File: src/rtl/cond_unit.sv
// Conditional-execution unit: evaluates the instruction condition against the
// stored NZCV flags and gates the decoder write requests. It also keeps the
// flag register and saturating executed/squashed instruction counters.
module cond_unit #(
    parameter int CNT_W = 16
) (
    input  logic             clk,
    input  logic             reset,
    input  logic             en,
    input  logic [3:0]       Cond,
    input  logic [3:0]       ALUFlags,
    input  logic [1:0]       FlagW,
    input  logic             PCS,
    input  logic             RegW,
    input  logic             MemW,
    input  logic             NoWrite,
    output logic             PCSrc,
    output logic             RegWrite,
    output logic             MemWrite,
    output logic             CondEx,
    output logic [3:0]       Flags,
    output logic [CNT_W-1:0] ExecCount,
    output logic [CNT_W-1:0] SkipCount
);

    logic [3:0]       flags_reg;
    logic [CNT_W-1:0] exec_reg;
    logic [CNT_W-1:0] skip_reg;
    logic             cond_ex;
    logic             n_f, z_f, c_f, v_f;
    logic             take;

    // Counters stop at all-ones instead of wrapping.
    function automatic logic [CNT_W-1:0] sat_inc(input logic [CNT_W-1:0] x);
        if (&x) begin
            return x;
        end
        return x + CNT_W'(1);
    endfunction

    assign {n_f, z_f, c_f, v_f} = flags_reg;

    // Condition decode against the stored flags (never the in-flight ALUFlags).
    always_comb begin
        cond_ex = 1'b0;
        case (Cond)
            4'b0000: cond_ex = z_f;
            4'b0001: cond_ex = ~z_f;
            4'b0010: cond_ex = c_f;
            4'b0011: cond_ex = ~c_f;
            4'b0100: cond_ex = n_f;
            4'b0101: cond_ex = ~n_f;
            4'b0110: cond_ex = v_f;
            4'b0111: cond_ex = ~v_f;
            4'b1000: cond_ex = c_f & ~z_f;
            4'b1001: cond_ex = ~c_f | z_f;
            4'b1010: cond_ex = (n_f == v_f);
            4'b1011: cond_ex = (n_f != v_f);
            4'b1100: cond_ex = ~z_f & (n_f == v_f);
            4'b1101: cond_ex = z_f | (n_f != v_f);
            4'b1110: cond_ex = 1'b1;
            default: cond_ex = 1'b0;
        endcase
    end

    // Writes are only let through for a valid, passing instruction outside reset.
    assign take     = en & cond_ex & ~reset;
    assign PCSrc    = PCS & take;
    assign RegWrite = RegW & ~NoWrite & take;
    assign MemWrite = MemW & take;
    assign CondEx   = cond_ex;

    assign Flags     = flags_reg;
    assign ExecCount = exec_reg;
    assign SkipCount = skip_reg;

    // Flag register: NZ and CV halves load independently, only for passing instructions.
    always_ff @(posedge clk) begin
        if (reset) begin
            flags_reg <= 4'b0000;
        end else if (en && cond_ex) begin
            if (FlagW[1]) begin
                flags_reg[3:2] <= ALUFlags[3:2];
            end
            if (FlagW[0]) begin
                flags_reg[1:0] <= ALUFlags[1:0];
            end
        end
    end

    // Executed / squashed instruction counters.
    always_ff @(posedge clk) begin
        if (reset) begin
            exec_reg <= '0;
            skip_reg <= '0;
        end else if (en) begin
            if (cond_ex) begin
                exec_reg <= sat_inc(exec_reg);
            end else begin
                skip_reg <= sat_inc(skip_reg);
            end
        end
    end

endmodule

File: config.mk
export PLATFORM = sky130hd
export DESIGN_NAME = cond_unit
export DESIGN_NICKNAME = d
export VERILOG_FILES = /design/src/rtl/cond_unit.sv
export SDC_FILE = /design/constraint.sdc
export NUM_CORES = 1
export LEC_CHECK = 0
export ABC_CLOCK_PERIOD_IN_PS = 6500
export CAP_MARGIN = 10
export CORE_UTILIZATION = 27
export CTS_CLUSTER_DIAMETER = 200
export DETAILED_ROUTE_END_ITERATION = 8
export SETUP_SLACK_MARGIN = 0.15
export SYNTH_ARGS = -nofsm -noshare
export SYNTH_HDL_FRONTEND = slang
export SYNTH_SLANG_ARGS = --single-unit
File: constraint.sdc
create_clock -name clk -period 6.5 [get_ports clk]
set_clock_uncertainty 0.05 [all_clocks]
set_input_delay 0.975 -clock clk [delete_from_list [all_inputs] [get_ports clk]]
set_output_delay 0.975 -clock clk [all_outputs]
set_load 0.05 [all_outputs]
Word level (Yosys, flattened, before mapping)
Index checks and enable logic that the tools add are counted.
{"block": "op_classes", "reduce_logical": 8, "addsub": 2, "bitwise": 17, "n_eq_ne": 18, "n_mux": 11}
{"cell": "$add A16 B1 Y16 const B", "count": 2}
{"cell": "$mux W16", "count": 2}
{"cell": "$reduce_and A16 Y1", "count": 2}
{"cell": "$eq A4 B4 Y1 const B", "count": 7}
{"cell": "$eq A4 B3 Y1 const B", "count": 4}
{"cell": "$pmux W1 S15", "count": 1}
{"cell": "$and A1 B1 Y1", "count": 8}
{"cell": "$eq A4 B2 Y1 const B", "count": 2}
{"cell": "$mux W1", "count": 8}
{"cell": "$not A1 Y1", "count": 7}
{"cell": "$reduce_and A3 Y1", "count": 2}
{"cell": "$eq A4 B1 Y1 const B", "count": 1}
{"cell": "$logic_not A4 Y1", "count": 1}
{"cell": "$ne A2 B2 Y1 const B", "count": 2}
{"cell": "$reduce_and A2 Y1", "count": 2}
{"cell": "$or A1 B1 Y1", "count": 2}
{"cell": "$eq A1 B1 Y1", "count": 1}
{"cell": "$logic_and A1 B1 Y1", "count": 1}
{"cell": "$ne A1 B1 Y1", "count": 1}
{"block": "word_totals", "register_bits": 36, "input_bits": 17, "out_inout_bits": 40}

Longest topological paths before layout
{"block": "depth", "depth_word": 8, "ltp_mapped": 10, "ltp_nobuf": 7}

Worst setup path after synthesis
OpenSTA, ideal clock, no wires.
{"block": "synth_timing", "kind": "in2out", "from": "in Cond[0]", "to": "out RegWrite", "path_slack_ns": 1.585, "n_path_buf": 2, "cell_stages": 6, "arrival_ns": 3.890, "path_cell_list": "buf_2 or4b_1 a311oi_2 o31ai_1 buf_2 nor4b_1"}
{"block": "synth_via", "elab_chain_cells": 5, "elab_cells_between_ends": 19, "cone_classes": "14 x eq/ne; 1 x mux; 3 x bitwise; 1 x reduce/logical"}
{"item": "start: declaration", "line_no": "10", "rtl": "input logic [3:0] Cond,"}
{"item": "$eq A4 B4 Y1, or another cell as far along", "line_no": "46", "rtl": "case (Cond)"}
{"item": "$pmux W1 S15 *", "line_no": "46"}
{"item": "$and A1 B1 Y1 * (2 in a row)", "line_no": "67", "rtl": "assign take = en & cond_ex & ~reset;"}
{"item": "$and A1 B1 Y1 *", "line_no": "69", "rtl": "assign RegWrite = RegW & ~NoWrite & take;"}
{"item": "end: declaration", "line_no": "18", "rtl": "output logic RegWrite,"}
Mark *: on every way between the ends. The rest lies on a longest branch, timed or not.

Final worst setup path
Ends and elaborated chain as after synthesis.

==> results.txt <==
DR pass1 iterations - 4
gr busiest metal - met2
Netlist cell types - 37
postcts setup bufs - 0
max-cap viol count - 0
crit path time final - 4916 ps
Cell Pwr Density - 175.5 mW/mm²
Final Util - 39.08%
post-cts resize count - 0
worst path arrival time - 3890 ps
Die X - 87.49 µm
Area growth syn-to-layout - 37.54%
first-pass GRT wire length - 8411 µm
Yosys warnings - 0
Fillers - 728
initial core utilization - 28.41%
list of most frequent post-synthesis cells - dfxtp_1 (36), a21oi_1 (30), o21ai_0 (23)
total core area - 0.006944 mm²
critical-path maximum fanout - 12
post-route ant nets - 0
RSZ-0062 raised after global routing - false
main flop type after synthesis - dfxtp_1
placed instance area - 0.002618 mm²
routing usage on met3 - 3.318%
Root Driver - clkbuf_8
Setup Viol. Count Final - 0
layout cells sized above 1 - 6.020%
Final Cycle Share - 75.63%
buffers added on ports - 56
Final #Nets - 318
clock sink count - 36
Die Height - 87.49 µm
initial DRC count - 50
Ports - 57
Switch Pwr - 129.8 µW
worst skew pair latency - 280 ps
FFs w/ async S/R, synth - 0%
Worst Tran Pin Value - 537.2 ps
total gr overflow - 0
vias in the first global route - 1819
Reg power frac - 47.9%
EDFF count, synth - 0
drt drc - 0
Final Power - 476.3 µW
Final Wtd Congestion - 0.7751
vias per cell - 5.106
Worst setup EP type - primary output
DRT Wirelength - 4951 µm
Mapped Cells - 245
synthesized area - 0.001973 mm²
Sw Share - 27.25%
Clock Tree Buf Depth - 2
most common cell in the netlist - dfxtp_1
total CTS buffers - 5
M2 GR Usage - 23.15%
setup_tns - 0 ps
register area share after synthesis - 36.53%
Fin. Hold Viols - 0
largest net degree at the start of global routing - 46
WS Path Type - in -> out
CP startpoint kind - input pin
clock-pin slew on the worst setup and hold paths - 70 ps
CTS Hold Bufs - 0
Worst slew margin - 63.88%
All-Layer GR Usage - 13.81%
Synth area leader - dfxtp_1
area share of the largest cell type after synthesis - 36.53%
vias - 2017
Worst IR Drop VDD - 0.00007259 V
Hold WC Path Type - reg -> reg
combinational share of power - 15.4%
Area contributors post-synth - dfxtp_1 (37%), a21oi_1 (7.6%), or3_1 (6.0%), o21ai_0 (5.8%), nand4_1 (4.8%)
Fmax - 203.4 MHz
status - finished clean
Int Pwr - 346.5 µW
initial antenna violation count - 0
leakage power - 0.0008689 µW
max-slew violations - 0
Design Area, Final - 0.002714 mm²
clock power share - 36.7%
die area - 0.007654 mm²
synthesized flop and latch total - 36
CTS tree - yes
H-tree levels - 2
Mapped Avg Cell Area - 8.054 µm²
n_diodes - 0
nets in the synthesized netlist - 264
met1 Usage GRT - 17.53%
wire length per cell after detailed routing - 12.53 µm
HPWL after detailed placement - 3458 µm
Rows - 30
worst path required time - 5470 ps
==> layer usage <==
metal  vias up  routed length [µm]
met1       948                2353
met3         6                 205
met4         0                  46
li1       1027                   -
met5         -                   0
met2        36                2345
==> per-stage QoR <==
step	cells	setup slack, ps	hold WS, ps
floorplan	245	1585	664.4
global placement	388	1643	434.7
detailed placement	388	1613	446.2
CTS	395	1564	459.0
global route	395	1442	482.9
finish	395	1584	453.3
==> worst max-delay path, cell delays in order <==
cell	delay (ps)
clkdlybuf4s50_1	600
nand4bb_1	300
o221a_2	290
a311oi_2	350
o31ai_1	210
nor4b_1	300
clkdlybuf4s50_1	860
==> sequential cells by signal, summed over array words and instances (netlist names) <==
name	cells
Flags	4
ExecCount	16
SkipCount	16
==> power groups by stage <==
| stage | clock, µW | combinational (µW) | sequential [µW] |
|---|---|---|---|
| finish | 175 | 73.5 | 228 |
| global route | 193 | 79.6 | 229 |
| CTS | 182 | 73.9 | 228 |
| detailed placement | 0 | 73.7 | 233 |
| global placement | 0 | 73.0 | 233 |
| floorplan | 0 | 37.7 | 243 |
==> layout make-up <==
type	instances	area, µm²	area share (%)
clock buffers	7	96.34	3.550
inverters	7	26.28	0.9682
multi-input cells	189	1160	42.74
flip-flops and latches	36	720.7	26.56
well taps	96	120.1	4.426
repair buffers	60	590.6	21.76
==> layout by cell type, fill, tap and decap left out, types with 2 or more instances in the layout <==
cell type / n
clkdlybuf4s50_1: 56
dfxtp_1: 36
a21oi_1: 30
o21ai_0: 23
or3_1: 19
nand4_1: 15
nand3_1: 14
nor2_1: 13
nand2_1: 12
o31ai_1: 8
inv_1: 7
clkbuf_8: 7
or4_1: 6
nor2b_1: 5
mux2_2: 5
nor3b_1: 4
mux2i_1: 4
and3_1: 4
buf_4: 4
xor2_1: 3
nand2b_1: 3
and4_1: 3
nor3_1: 3
and2_1: 2
ha_1: 2
==> cells by family (layout without fill, tap and decap cells) <==
family	after synthesis	in the layout	share of synthesized area, %
buffers and inverters	20	74	4.693
AO/OA/AOI/OAI	68	68	19.85
multiplexers	9	9	4.883
XOR/XNOR	3	3	1.332
AND/OR/NAND/NOR	107	107	31.45
flip-flops	36	36	36.52
adder cells (fa/ha/maj)	2	2	1.268
==> final timing paths <==
check / slack, ps / startpoint / cells past startpoint / end
min reg2reg: 450 / SkipCount[14]$_SDFFE_PP0P_ / 2 / SkipCount[14]$_SDFFE_PP0P_
min: 450 / SkipCount[14]$_SDFFE_PP0P_ / 2 / SkipCount[14]$_SDFFE_PP0P_
max: 1580 / Cond[0] / 7 / RegWrite
max reg2reg: 3950 / Flags[0]$_SDFFE_PP0P_ / 7 / ExecCount[12]$_SDFFE_PP0P_
Note: power is estimated with default switching activity, not from simulation.
